`config.mk`:
```
export PLATFORM = sky130hd
export DESIGN_NAME = audio_record_play_core
export DESIGN_NICKNAME = d
export VERILOG_FILES = /design/src/rtl/audio_record_play_core.sv
export SDC_FILE = /design/constraint.sdc
export NUM_CORES = 1
export LEC_CHECK = 0
export CORE_MARGIN = 2
export CORE_UTILIZATION = 40
export DETAILED_ROUTE_END_ITERATION = 8
export DONT_BUFFER_PORTS = 1
export HOLD_SLACK_MARGIN = 0.02
export PLACE_DENSITY = 0.55
export SLEW_MARGIN = 10
export SYNTH_ARGS = -nofsm -noshare
export SYNTH_HDL_FRONTEND = slang
export SYNTH_SLANG_ARGS = --single-unit
```
`constraint.sdc`:
```
create_clock -name clock_i -period 5.8 [get_ports clock_i]
set_clock_uncertainty 0.05 [all_clocks]
set_input_delay 0.58 -clock clock_i [delete_from_list [all_inputs] [get_ports clock_i]]
set_output_delay 0.58 -clock clock_i [all_outputs]
set_load 0.01 [all_outputs]
```
`src/rtl/audio_record_play_core.sv`:
```
// rtl/audio_record_play_core.sv - record/playback control FSM, shared sample address counter and PDM deserializer
//
// Purpose: two-clip audio recorder core. RECORD deserializes PDM microphone bits
// into WORD_LENGTH-bit words and writes them to the selected external memory.
// PLAY holds the selected memory enabled for reading and advances the address each
// time the external serializer consumes a word.
//
// Optional feature macro: ABORT_ON_REPEAT_EN
//   defined   : a repeat edge of the active command returns to IDLE (partial word dropped)
//   undefined : repeat edges while busy are ignored
//
// Ports:
//   clock_i, reset_i            system clock (rising edge), asynchronous active-low reset
//   play_command_i              playback request, rising-edge detected
//   record_command_i            record request, rising-edge detected
//   play_clip_select_i          clip used for playback
//   record_clip_select_i        clip used for recording
//   playing_o, recording_o      state indicators
//   play_clip_o, record_clip_o  zero-extended clip indices for the display
//   serializer_done_i           serializer consumed the current word (one-cycle pulse)
//   serializer_enable_o         serializer enable, high in PLAY
//   pdm_clk_o, pdm_data_i       microphone clock out / data in
//   memory_rw_o                 1 = write, 0 = read
//   memory_address_o            current sample address
//   memory_0_enable_o           memory 0 enable
//   memory_1_enable_o           memory 1 enable
//   memory_data_o               last deserialized word

module audio_record_play_core #(
  parameter int WORD_LENGTH        = 16,
  parameter int SYSTEM_FREQUENCY   = 100,
  parameter int SAMPLING_FREQUENCY = 10,
  parameter int ADDR_WIDTH         = 17,
  parameter int MEMORY_DEPTH       = 131072
) (
  input  logic                   clock_i,
  input  logic                   reset_i,
  input  logic                   play_command_i,
  input  logic                   record_command_i,
  input  logic                   play_clip_select_i,
  input  logic                   record_clip_select_i,
  output logic                   playing_o,
  output logic                   recording_o,
  output logic [3:0]             play_clip_o,
  output logic [3:0]             record_clip_o,
  input  logic                   serializer_done_i,
  output logic                   serializer_enable_o,
  output logic                   pdm_clk_o,
  input  logic                   pdm_data_i,
  output logic                   memory_rw_o,
  output logic [ADDR_WIDTH-1:0]  memory_address_o,
  output logic                   memory_0_enable_o,
  output logic                   memory_1_enable_o,
  output logic [WORD_LENGTH-1:0] memory_data_o
);

  localparam int HALF_PERIOD = SYSTEM_FREQUENCY / (2 * SAMPLING_FREQUENCY);
  localparam int DIV_W       = $clog2(HALF_PERIOD + 1);
  localparam int CNT_W       = $clog2(WORD_LENGTH);

  localparam logic [ADDR_WIDTH-1:0] LAST_ADDR = ADDR_WIDTH'(MEMORY_DEPTH - 1);
  localparam logic [DIV_W-1:0]      DIV_LAST  = DIV_W'(HALF_PERIOD - 1);
  localparam logic [CNT_W-1:0]      BIT_LAST  = CNT_W'(WORD_LENGTH - 1);

  typedef enum logic [1:0] {
    IDLE   = 2'd0,
    RECORD = 2'd1,
    PLAY   = 2'd2
  } state_t;

  state_t                 state_q, state_d;
  logic                   play_cmd_q, record_cmd_q;
  logic                   play_sel_q, record_sel_q;
  logic [ADDR_WIDTH-1:0]  address_q;
  logic [DIV_W-1:0]       div_q;
  logic                   pdm_clk_q;
  logic [WORD_LENGTH-2:0] shift_q;
  logic [CNT_W-1:0]       bit_cnt_q;
  logic [WORD_LENGTH-1:0] data_q;
  logic                   wr_strobe_q;

  logic                   play_edge, record_edge;
  logic                   sample_now, word_done;
  logic                   record_last, play_last;
  logic [WORD_LENGTH-1:0] shift_next;

  assign play_edge   = play_command_i & ~play_cmd_q;
  assign record_edge = record_command_i & ~record_cmd_q;

  // Sample on the system cycle whose closing edge drives pdm_clk_o high.
  assign sample_now  = (state_q == RECORD) && (div_q == DIV_LAST) && !pdm_clk_q;
  assign word_done   = sample_now && (bit_cnt_q == BIT_LAST);
  assign shift_next  = {shift_q, pdm_data_i};

  assign record_last = wr_strobe_q && (address_q == LAST_ADDR);
  assign play_last   = (state_q == PLAY) && serializer_done_i && (address_q == LAST_ADDR);

  always_ff @(posedge clock_i or negedge reset_i) begin
    if (!reset_i) begin
      state_q <= IDLE;
    end else begin
      state_q <= state_d;
    end
  end

  always_comb begin
    state_d = state_q;
    case (state_q)
      IDLE: begin
        if (record_edge) begin
          state_d = RECORD;
        end else if (play_edge) begin
          state_d = PLAY;
        end
      end
      RECORD: begin
        if (record_last) begin
          state_d = IDLE;
        end
`ifdef ABORT_ON_REPEAT_EN
        else if (record_edge) begin
          state_d = IDLE;
        end
`endif
      end
      PLAY: begin
        if (play_last) begin
          state_d = IDLE;
        end
`ifdef ABORT_ON_REPEAT_EN
        else if (play_edge) begin
          state_d = IDLE;
        end
`endif
      end
      default: state_d = IDLE;
    endcase
  end

  always_ff @(posedge clock_i or negedge reset_i) begin
    if (!reset_i) begin
      play_cmd_q   <= 1'b0;
      record_cmd_q <= 1'b0;
      play_sel_q   <= 1'b0;
      record_sel_q <= 1'b0;
      address_q    <= '0;
      div_q        <= '0;
      pdm_clk_q    <= 1'b0;
      shift_q      <= '0;
      bit_cnt_q    <= '0;
      data_q       <= '0;
      wr_strobe_q  <= 1'b0;
    end else begin
      play_cmd_q   <= play_command_i;
      record_cmd_q <= record_command_i;

      // Selects track the switches while idle; the value seen on the
      // starting edge is what stays latched for the whole operation.
      if (state_q == IDLE) begin
        play_sel_q   <= play_clip_select_i;
        record_sel_q <= record_clip_select_i;
      end

      // Any path back to IDLE (end of clip, abort) lands on address 0.
      if (state_d == IDLE) begin
        address_q <= '0;
      end else if ((state_q == RECORD) && wr_strobe_q) begin
        address_q <= address_q + ADDR_WIDTH'(1);
      end else if ((state_q == PLAY) && serializer_done_i) begin
        address_q <= address_q + ADDR_WIDTH'(1);
      end

      // A word completed in a cycle that leaves RECORD is never written.
      wr_strobe_q <= word_done && (state_d == RECORD);
      if (word_done && (state_d == RECORD)) begin
        data_q <= shift_next;
      end

      if ((state_q == RECORD) && (state_d == RECORD)) begin
        if (div_q == DIV_LAST) begin
          div_q     <= '0;
          pdm_clk_q <= ~pdm_clk_q;
          if (!pdm_clk_q) begin
            shift_q   <= shift_next[WORD_LENGTH-2:0];
            bit_cnt_q <= (bit_cnt_q == BIT_LAST) ? '0 : bit_cnt_q + CNT_W'(1);
          end
        end else begin
          div_q <= div_q + DIV_W'(1);
        end
      end else begin
        div_q     <= '0;
        pdm_clk_q <= 1'b0;
        shift_q   <= '0;
        bit_cnt_q <= '0;
      end
    end
  end

  assign playing_o           = (state_q == PLAY);
  assign recording_o         = (state_q == RECORD);
  assign serializer_enable_o = (state_q == PLAY);
  assign play_clip_o         = {3'b000, play_sel_q};
  assign record_clip_o       = {3'b000, record_sel_q};
  assign pdm_clk_o           = pdm_clk_q;
  assign memory_rw_o         = wr_strobe_q;
  assign memory_address_o    = address_q;
  assign memory_data_o       = data_q;
  assign memory_0_enable_o   = ((state_q == PLAY) && !play_sel_q) || (wr_strobe_q && !record_sel_q);
  assign memory_1_enable_o   = ((state_q == PLAY) && play_sel_q) || (wr_strobe_q && record_sel_q);

endmodule

```
Yosys cells after proc, flatten, opt, wreduce, memory -nomap -nowiden
Cells that the tools add are included.
{"block": "classes", "n_bitwise": 5, "n_reduce_logical": 22, "add_sub_neg": 3, "n_eq_ne": 8, "n_mux": 19}
{"operator": "17-bit two-way mux", "count": 3}
{"operator": "15-bit two-way mux", "count": 3}
{"operator": "17-bit by 1-bit adder with 17-bit output, second input constant", "count": 1}
{"operator": "17-bit equality test, second input constant", "count": 1}
{"operator": "4-bit two-way mux", "count": 4}
{"operator": "1-bit logical AND", "count": 13}
{"operator": "2-bit two-way mux", "count": 4}
{"operator": "3-bit two-way mux", "count": 2}
{"operator": "2-bit case mux with 3 select lines", "count": 1}
{"operator": "4-bit by 1-bit adder with 4-bit output, second input constant", "count": 1}
{"operator": "2-bit by 1-bit equality test with 1-bit output, second input constant", "count": 2}
{"operator": "4-bit equality test, second input constant", "count": 1}
{"operator": "2-bit logical NOT", "count": 2}
{"operator": "3-bit by 1-bit adder with 3-bit output, second input constant", "count": 1}
{"operator": "3-bit equality test, second input constant", "count": 1}
{"operator": "1-bit logical NOT", "count": 3}
{"operator": "1-bit NOT", "count": 3}
{"operator": "3-bit nonzero test", "count": 1}
{"operator": "1-bit AND", "count": 2}
{"operator": "2-bit equality test, second input constant", "count": 1}
{"operator": "1-bit logical OR", "count": 2}
{"operator": "1-bit two-way mux", "count": 2}
{"operator": "2-bit by 1-bit inequality test with 1-bit output, second input constant", "count": 1}
{"operator": "2-bit inequality test, second input constant", "count": 1}
{"operator": "2-bit AND reduction", "count": 1}
{"block": "word_totals", "output_inout_bits": 48, "wordCells": 69, "input_bits": 8, "ff_bits": 63}

Depth between registers and ports, before layout
Gate-level depths: netlist (run 1).
{"block": "logic_depth", "word_depth": 9, "mapped_depth": 10, "ltp_nobuf": 9}

Worst setup path before layout (run 1)
OpenSTA, ideal clock, no wires.
{"block": "synth_timing", "kind": "flip-flop to flip-flop", "start": "register address_q[0], in the netlist memory_address_o[0]", "end": "register data_q[10], in the netlist memory_data_o[10]", "arrival_time_ps": 2300, "path_stages_with_launch": 10, "setup_time_ps": 125, "path_buffers": 1, "slack_ps": 3325, "period_less_slack_ps": 2475, "required_ps": 5625, "cell_sequence": "dfrtp_1 > ha_1 > nand3_1 > nand2b_1 > nor4_1 > ha_1 > nand2_1 > nand4_2 > buf_2 > mux2_2"}
{"block": "synth_between", "elab_chain_cells": 6, "elab_cells_between_ends": 8, "cone_classes": "eq/ne (2); mux (3); reduce/logical (3)"}
{"element": "start, declared", "line_no": "74", "text": "logic [ADDR_WIDTH-1:0] address_q;"}
{"element": "start signal, assigned", "line_no": "168", "text": "address_q <= address_q + ADDR_WIDTH'(1);"}
{"element": "start signal, assigned", "line_no": "170", "text": "address_q <= address_q + ADDR_WIDTH'(1);"}
{"element": "17-bit equality test *", "line_no": "95, 96"}
{"element": "1-bit logical AND (on tied branches)", "line_no": "96, 95"}
{"element": "2-bit two-way mux (on tied branches)", "line_no": "127, 117"}
{"element": "2-bit case mux with 3 select lines *", "line_no": "108", "text": "case (state_q)"}
{"element": "2-bit by 1-bit equality test with 1-bit output *", "line_no": "175", "text": "if (word_done && (state_d == RECORD)) begin"}
{"element": "1-bit logical AND *", "line_no": "175"}
{"element": "end signal, assigned", "line_no": "176", "text": "data_q <= shift_next;"}
{"element": "end, declared", "line_no": "79", "text": "logic [WORD_LENGTH-1:0] data_q;"}
Every way passes the cells marked *; elsewhere a longest branch is shown, timed or not.
A chain may end at the register's enable or synchronous reset.

Worst setup path after layout (run 1)
{"block": "layout_timing", "start": "register address_q[0], in the netlist memory_address_o[0]", "end": "register address_q[2], in the netlist memory_address_o[2]"}
{"block": "layout_between", "elab_chain_cells": 6, "elab_cells_between_ends": 12, "cone_classes": "add/sub (1); eq/ne (1); mux (6); reduce/logical (4)"}
{"element": "17-bit equality test *", "line_no": "95, 96"}
{"element": "1-bit logical AND (on tied branches)", "line_no": "96, 95"}
{"element": "2-bit two-way mux (on tied branches)", "line_no": "127, 117"}
{"element": "2-bit case mux with 3 select lines *", "line_no": "108"}
{"element": "named net state_d[1]", "line_no": "71", "text": "state_t state_q, state_d;"}
{"element": "2-bit logical NOT *", "line_no": "165", "text": "if (state_d == IDLE) begin"}
{"element": "3-bit nonzero test (no source line) / 17-bit two-way mux (equally long branches)"}
Mark *: on every way through the listed nets, which the timed path passes. The rest lies on a longest branch. The select of a mux whose other input is x is not followed.

==> impl_metrics.toml, run 1 <==
[yosys]
avgSynthCellArea_sq_um = 10.45
yosys-top-cells-area = "dfrtp_1 55%, nand2_1 6.4%, a21oi_1 5.8%"
synth_top_area_cell = "dfrtp_1"
synth_top_family_by_area = "simple AND/OR/NAND/NOR gates"
synth_seq_cells = 63
yosys_warnings = 0
synth_edf_count = 0
netlist.area_leader.share_pct = 55.05
synth_ff_type = "dfrtp_1"
ys_async_sr_fraction_pct = 100.0
synth_most_common_cell = "dfrtp_1"
synthAdderAreaFrac_pct = 2.184
yosysUniqueCellTypes = 43
synth-xor-area-share_pct = 2.752
synth_simple_gate_area_share_pct = 17.26
synthCells = 274
synthMuxAreaShare_pct = 7.077
synth_area_sq_mm = 0.002864
synth_compound_gate_area_share_pct = 10.44
synth-seq-area-share_pct = 55.05
synth_common_cells = "63 x dfrtp_1, 49 x nand2_1, 33 x a21oi_1"

[routing]
post_drt_wl_per_cell_um = 14.30
dr.pass1.iters = 4
routed_via_density = 5.174
drt-initial-drc-count = 102
wl_mm = 5.333
drtAntennaViolNets = 0
drc = 0
vias = 1930

[run_status]
status = "completed"

[final_layout]
antenna_cells = 0
nFillCells = 661
syn2layout_area_growth_pct = 9.174
layout-drive-gt1-share_pct = 13.00
layout.nets = 285

[timing]
fmax_mhz = 346.8
setup_violations = 0
period_needed_ns = 2.883
hold_ws_ns = 0.06402
hold_viol_final = 0
relSlewSlack_pct = 46.57
final.setup.tns_ns = 0
grt_setup_unrepaired = "false"
worst_pin_slew_ns = 0.7991
drv_slew = 0
period_share_pct = 49.71

[worst_setup_path]
crit_type = "flop to flop"
worstPathArrival_ns = 3.02
start_kind = "flop"
cp_slowest_cell = "nor2_2"
cp_data_required_time_ns = 5.93
cp_max_fo = 17
crit_top_cell = "ha_1"
crit_chain = "ha_1 > nand3_1 > nand2b_1 > nor4_1 > ha_1 > nand2_1 > a32o_1 > nor2_2 > nor2_1"
endpoint_kind = "flop"
r2r_cells = 9
critPathMaxStageDelay_ns = 0.57

[cts]
root_buffer = "clkbuf_8"
post_cts_buffers = 0
clock-sinks = 63
cts_buffers = 9
cts.clk_slew.worst_paths_ns = 0.07
cts_buffer_depth = 2
cts_tree = "yes"
clk-insertion-delay-late_ns = 0.33
ctsResizeCount = 0
cts_max_level = 3

[place]
gp_congestion = 0.6964
dp_hpwl_mm = 3.475
io_buffers = 0

[die]
dieWidth_um = 88.62
initial_core_util_pct = 41.69
die_h_um = 88.62
dieArea_sq_mm = 0.007853
fp.coreArea_sq_mm = 0.006869
pin_count = 56
num_rows = 30

[global_routing]
grt_pass1_wl_mm = 8.859
grt-ovfl-total = 0
grt_max_degree = 64
antenna_found_initial = 0
grt_pass1_vias = 1789
grt_use_total_pct = 14.95

[power]
p_leak_nw = 1.384
ir_drop_mv = 0.1025
pwr_density_cell_mw_per_mm2 = 276.8

[worst_hold_path]
hold_class = "primary input to asynchronous set/reset pin"

[flow_run]
drv_cap = 0
## through the flow
stage	total power, mW	utilization [%]	cells	instance area [sq um]	setup slack (ns)
final	0.8654	45.52	373	3127	2.917
after global routing	0.9042	45.52	373	3127	2.679
after CTS	0.8801	45.52	373	3127	2.870
after detailed placement	0.4570	42.02	356	2887	2.877
after global placement	0.4570	42.02	356	2887	3.020
after floorplan	0.4591	-	279	2883	3.325
## power by group
| part | leakage [nW] | internal, mW | switching (mW) |
|---|---|---|---|
| registers | 0.753 | 0.442 | 0.00203 |
| logic | 0.528 | 0.00367 | 0.0109 |
| clock network | 0.102 | 0.240 | 0.166 |
| total | 1.38 | 0.686 | 0.179 |
## repair_timing
| action | in CTS | in global routing |
|---|---|---|
| hold buffers | 1 | 0 |
| endpoints found under the setup margin | 0 | 0 |
| endpoints found under the hold margin | 63 | 0 |
## cells in the final DEF, fill, tap and decap left out, types with 3 or more instances in the layout
cell type	n
or4_1	4
mux2_1	4
clkbuf_8	9
inv_1	8
xnor2_1	8
o31ai_1	5
nand2_1	49
ha_1	5
and3_1	3
dfrtp_1	63
a211oi_1	4
mux2_2	14
nand3b_1	3
a21oi_1	33
or3_1	3
nand3_1	8
o21ai_0	3
conb_1	6
nor2_1	13
## layer usage
metal	track usage, %	share of wire, %	up-vias
met5	0	0	-
met4	7.851	1.8	0
met3	5.317	7.0	10
met2	21.60	44	54
met1	19.76	47	941
li1	-	-	925
## cells by family (layout without fill, tap and decap cells)
kind of cell	Yosys count	after routing
AND/OR/NAND/NOR	100	100
flip-flops	63	63
AO/OA/AOI/OAI	51	51
buffers and inverters	27	25
multiplexers	18	18
XOR/XNOR	9	9
adder cells (fa/ha/maj)	5	5
other	1	6
## state kept, by name, indices dropped and copies added, names as in the netlist
name	flops
memory_address_o	17
memory_data_o	16
shift_q	15
bit_cnt_q	4
div_q	3
state_q	2
memory_rw_o	1
pdm_clk_o	1
play_cmd_q	1
play_sel_q	1
record_cmd_q	1
record_sel_q	1
## area by class of cell
type / instances / area, sq um / area share, %
flip-flops and latches: 63 / 1577 / 50.42
clock buffers: 10 / 127.6 / 4.082
well taps: 96 / 120.1 / 3.842
inverters: 8 / 30.03 / 0.9604
repair buffers: 1 / 27.53 / 0.8804
clock inverters: 6 / 85.08 / 2.721
multi-input cells: 189 / 1160 / 37.09
## critical path, delay by kind of cell (launching register included)
kind | cells | cell delay [ns]
and+or+nand+nor | 6 | 1.44
DFF | 1 | 0.50
adders and majority gates | 2 | 0.49
AOI/OAI and AO/OA | 1 | 0.24
## final timing paths
path | slack, ns | from | end
worst max-delay path | 2.92 | memory_address_o[0] | memory_address_o[2]
worst min-delay path | 0.06 | reset_i | memory_data_o[9]
worst max register to register | 2.92 | memory_address_o[0] | memory_address_o[2]
worst min register to register | 0.44 | div_q[0] | div_q[0]
max in group asynchronous | 5.38 | reset_i | shift_q[1]
min in group clock_i | 0.23 | play_command_i | play_cmd_q
Power figures use the tool's default switching activity.
==> inputs of run 2 (changes only) <==
--- a/config.mk
+++ b/config.mk
@@ -5,6 +5,7 @@
 export SDC_FILE = /design/constraint.sdc
 export NUM_CORES = 1
 export LEC_CHECK = 0
+export ABC_AREA = 1
 export CORE_MARGIN = 2
 export CORE_UTILIZATION = 40
 export DETAILED_ROUTE_END_ITERATION = 8
==> constraint.sdc (replaced) <==
create_clock -name clock_i -period 2.7 [get_ports clock_i]
set_clock_uncertainty 0.05 [all_clocks]
set_input_delay 0.27 -clock clock_i [delete_from_list [all_inputs] [get_ports clock_i]]
set_output_delay 0.27 -clock clock_i [all_outputs]
set_load 0.01 [all_outputs]
==> impl_metrics.toml, run 2 <==
[run_status]
status = "completed"

[global_routing]
grt_pass1_vias = 2085
grt_pass1_wl_mm = 10.34
antenna_found_initial = 0
grt-ovfl-total = 0
grt_max_degree = 64
grt_use_total_pct = 15.70

[place]
pre_cts_ws_ns = 0.2328
dp_hpwl_mm = 3.960
place_inst = 411
io_buffers = 0
gp_congestion = 0.8515

[final_layout]
antenna_cells = 0
mostFrequentLayoutCell = "dfrtp_1"
layout-drive-gt1-share_pct = 16.77
largest_reg_flops = 17
layout.nets = 342
fin_cells = 433
final_cell_mix = "63 x dfrtp_1, 52 x nand2_1, 44 x inv_1"
final_core_util_pct = 46.04
syn2layout_area_growth_pct = 10.78

[power]
pwr_density_cell_mw_per_mm2 = 544.4
ir_drop_mv = 0.4324
p_leak_nw = 1.561
totalPowerFinal_mw = 1.828

[worst_setup_path]
cp_max_fo = 33
cp_slowest_cell = "dfrtp_1"
reg2reg_from = "memory_address_o[0]"
start_kind = "flop"
reg2reg_slack_ns = 0.22
crit_path_end = "memory_data_o[3]"
r2r-end = "memory_data_o[3]"
crit_top_cell = "nand2_1"
cp_data_required_time_ns = 2.88
critPathMaxStageDelay_ns = 0.47
crit_type = "flop to flop"
r2r_cells = 13
critical_path.startpoint = "memory_address_o[0]"
crit_chain = "ha_1 > nand2_1 > nand3b_1 > nor4_1 > ha_1 > nand2_1 > nand2_4 > inv_6 > nand2_4 > nand4_4 > buf_12 > nand2_1 > o21ai_2"
worstPathArrival_ns = 2.65
endpoint_kind = "flop"

[worst_hold_path]
min_path_cells = 2
hold_start = "pdm_data_i"
hold_class = "primary input to flop"

[yosys]
synthCells = 320
yosys_warnings = 0
synth_top_area_cell = "dfrtp_1"
yosys-top-cells-area = "dfrtp_1 52%, nand2_1 6.4%, inv_1 5.5%"
synth_common_cells = "63 x dfrtp_1, 52 x nand2_1, 44 x inv_1"
synth_seq_cells = 63
avgSynthCellArea_sq_um = 9.470
synth_most_common_cell = "dfrtp_1"
synth_area_sq_mm = 0.003030
netlist.area_leader.share_pct = 52.02
yosysUniqueCellTypes = 33
synth-seq-area-share_pct = 52.02
synth_edf_count = 0
synth_ff_type = "dfrtp_1"
ys_async_sr_fraction_pct = 100.0

[die]
fp.coreArea_sq_mm = 0.007292
num_rows = 31
initial_core_util_pct = 41.56
dieArea_sq_mm = 0.008288
die_h_um = 91.04
dieWidth_um = 91.04
pin_count = 56

[timing]
worst_pin_slew_ns = 0.5758
setup_ws_ns = 0.2214
period_needed_ns = 2.479
drv_slew = 0
setup_violations = 0
period_share_pct = 91.80
final.setup.tns_ns = 0
hold_viol_final = 0
grt_setup_unrepaired = "false"
fmax_mhz = 403.5
relSlewSlack_pct = 61.47

[cts]
cts_tree = "yes"
clock-sinks = 63
cts_buffer_depth = 2
root_buffer = "clkbuf_8"
cts.clk_slew.worst_paths_ns = 0.07
cts_max_level = 3
cts_buffers = 9
clk-insertion-delay-late_ns = 0.34
ctsResizeCount = 0

[routing]
routed_via_density = 4.811
post_drt_wl_per_cell_um = 13.64
drc = 0
vias = 2083
drt-initial-drc-count = 83
drtAntennaViolNets = 0
wl_mm = 5.907
dr.pass1.iters = 4

[flow_run]
drv_cap = 0
[run 2: changes by cell type in the layout (fill, tap and decap cells not counted), sizes merged, moves of 10 or more]
cell   delta
o21ai    +23
nand2    +10
o22ai    +18
a21oi    -26
nor2     +19
nand3    +11
inv      +39
mux2     -18
[run 2: through the flow]
step / hold WS [ns] / instance area, sq um
5_1_grt: 0.03912 / 3357
6_report: 0.04840 / 3357
4_1_cts: 0.02650 / 3357
3_5_place_dp: -0.07387 / 3072
2_1_floorplan: -0.07559 / 3049
3_3_place_gp: -0.07416 / 3072
[run 2: logic make-up (layout without fill, tap and decap cells)]
family                   after synthesis  count (layout)  synth area share, %
AO/OA/AOI/OAI                         53              53                12.14
XOR/XNOR                               5               5                1.445
adder cells (fa/ha/maj)                5               5                2.064
buffers and inverters                 63              72                10.65
flip-flops                            63              63                52.02
other                                  1               6               0.1237
AND/OR/NAND/NOR                      130             130                21.55
[run 2: worst min-delay path by stage]
stage | slack, ns | to
after CTS | 0.03 | memory_data_o[0]
after detailed placement | -0.07 | record_sel_q
final | 0.05 | memory_data_o[0]
after global routing | 0.04 | memory_data_o[0]
after floorplan | -0.08 | bit_cnt_q[0]
after global placement | -0.07 | record_sel_q
[run 2: per-layer routing]
layer,part of all wire [%],vias to the layer above,GRT usage [%]
met3,7.4,6,6.888
met4,0.85,0,4.545
met1,44,965,19.74
met2,48,63,24.57
li1,-,1049,-
met5,0,-,0
[run 2: final cells by class]
class                           instances  area (sq um)
Clock buffer                           11         151.4
Fill cell                             714          3935
Inverter                               47         186.4
Multi-Input combinational cell        199          1150
Timing Repair Buffer                    9         112.6
Tap cell                               99         123.9
Sequential cell                        63          1577
Clock inverter                          5         56.30
[run 2: power by group]
group	switching [mW]	internal, mW	total (mW)	leakage (nW)
clock	0.361	0.475	0.836	0.105
sequential	0.00120	0.949	0.950	0.797
combinational	0.0297	0.0125	0.0421	0.658
[run 2: what timing repair did]
action                                 4_1_cts  5_1_grt
setup buffers                                0        0
setup endpoints to repair                    0        0
hold buffers                                 6        0
endpoints found under the hold margin       67        0
[run 2: worst max-delay path: cells and delay by family, from the launching register on]
| kind | cells | cell delay (ns) |
|---|---|---|
| flops | 1 | 0.47 |
| buf+inv | 2 | 0.26 |
| fa+ha+maj | 2 | 0.48 |
| simple gates | 8 | 1.06 |
| compound gates | 1 | 0.05 |
==> inputs of run 3 (changes only) <==
--- a/config.mk
+++ b/config.mk
@@ -5,7 +5,6 @@
 export SDC_FILE = /design/constraint.sdc
 export NUM_CORES = 1
 export LEC_CHECK = 0
-export ABC_AREA = 1
 export CORE_MARGIN = 2
 export CORE_UTILIZATION = 40
 export DETAILED_ROUTE_END_ITERATION = 8
==> impl_metrics.toml, run 3 (synthesis results as in run 1) <==
[timing]
period_needed_ns = 2.379
final.setup.tns_ns = 0
hold_ws_ns = 0.04336
relSlewSlack_pct = 60.34
hold_viol_final = 0
drv_slew = 0
grt_setup_unrepaired = "false"
setup_ws_ns = 0.3209
fmax_mhz = 420.3
worst_pin_slew_ns = 0.5937
period_share_pct = 88.11
setup_violations = 0

[cts]
clk-insertion-delay-late_ns = 0.33
cts.clk_slew.worst_paths_ns = 0.07
cts_max_level = 3
root_buffer = "clkbuf_8"
clock-sinks = 63
post_cts_buffers = 0
cts_tree = "yes"
cts_buffer_depth = 2
cts_buffers = 9

[worst_setup_path]
critPathMaxStageDelay_ns = 0.37
cp_max_fo = 16
crit_type = "flop to flop"
cp_slowest_cell = "mux2_2"
crit_top_cell = "ha_1"
crit_chain = "ha_1 > nand3_1 > nand2b_1 > nor4_1 > ha_1 > nand2_1 > nand4_4 > mux2_2"
cp_data_required_time_ns = 2.86
start_kind = "flop"
endpoint_kind = "flop"
worstPathArrival_ns = 2.54

[power]
p_leak_nw = 1.427
pwr_density_cell_mw_per_mm2 = 601.9
ir_drop_mv = 0.2160

[place]
pre_cts_ws_ns = 0.1532
dp_hpwl_mm = 3.511
io_buffers = 0
gp_congestion = 0.7431

[routing]
drc = 0
drt-initial-drc-count = 96
routed_via_density = 5.023
post_drt_wl_per_cell_um = 14.05
wl_mm = 5.411
vias = 1934
drtAntennaViolNets = 0
dr.pass1.iters = 4

[final_layout]
nFillCells = 672
layout.nets = 297
final_cell_mix = "63 x dfrtp_1, 49 x nand2_1, 33 x a21oi_1"
antenna_cells = 0
mostFrequentLayoutCell = "dfrtp_1"
syn2layout_area_growth_pct = 13.81
largest_reg_flops = 17
layout-drive-gt1-share_pct = 15.22

[die]
initial_core_util_pct = 41.69
dieWidth_um = 88.62
pin_count = 56
die_h_um = 88.62
num_rows = 30
dieArea_sq_mm = 0.007853
fp.coreArea_sq_mm = 0.006869

[global_routing]
antenna_found_initial = 0
grt_max_degree = 64
grt_use_total_pct = 14.98
grt-ovfl-total = 0
grt_pass1_wl_mm = 9.025
grt_pass1_vias = 1885

[run_status]
status = "completed"

[flow_run]
drv_cap = 0

[worst_hold_path]
hold_class = "primary input to flop"
[run 3: metrics by stage]
stage | area (sq um) | utilization, % | std cells | total power, mW
floorplan | 2883 | - | 279 | 0.9863
global placement | 2947 | 42.90 | 364 | 0.9814
detailed placement | 2947 | 42.90 | 364 | 0.9815
CTS | 3251 | 47.32 | 385 | 1.995
global route | 3259 | 47.45 | 385 | 2.045
finish | 3259 | 47.45 | 385 | 1.962
[run 3: layout make-up]
class                   count  area [sq um]  share of cell area, %
repair buffers             13         127.6                  3.916
multi-input cells         189          1169                  35.85
inverters                   8         30.03                 0.9213
flip-flops and latches     63          1577                  48.37
well taps                  96         120.1                  3.685
clock buffers              10         127.6                  3.916
clock inverters             6         108.9                  3.340
[run 3: worst max-delay path, delay by kind of cell (launching register included)]
kind                     cells  cell delay [ns]
adder cells (fa/ha/maj)      2             0.43
multiplexers                 1             0.37
AND/OR/NAND/NOR              5             1.05
flip-flops                   1             0.35
[run 3: layer usage]
metal,vias up,routed length [um],GRT usage (%)
met1,930,2568,20.07
met4,0,85,6.612
met2,44,2459,22.08
met5,-,0,0
met3,7,298,5.131
li1,953,-,-
[run 3: path summary, 6_finish.rpt]
path                                     start               end  slack, ns  depth (start not counted)
max reg2reg                memory_address_o[0]  memory_data_o[1]       0.32                          8
min in group asynchronous              reset_i        shift_q[8]       0.42                          2
min reg2reg                           div_q[0]          div_q[0]       0.42                          1
min                                 pdm_data_i  memory_data_o[0]       0.04                          1
max in group asynchronous              reset_i  memory_data_o[1]       1.92                          2
max                        memory_address_o[0]  memory_data_o[1]       0.32                          8
[run 3: where the power goes]
part	leakage [nW]	internal [mW]	switching [mW]
Clock	0.120	0.612	0.359
Combinational	0.554	0.0116	0.0252
Sequential	0.753	0.950	0.00413
Total	1.43	1.57	0.389
[run 3: timing repair]
item | CTS | global route
hold buffers | 5 | 0
resized for setup | 0 | 1
hold endpoints to repair | 66 | 0
endpoints found under the setup margin | 0 | 16
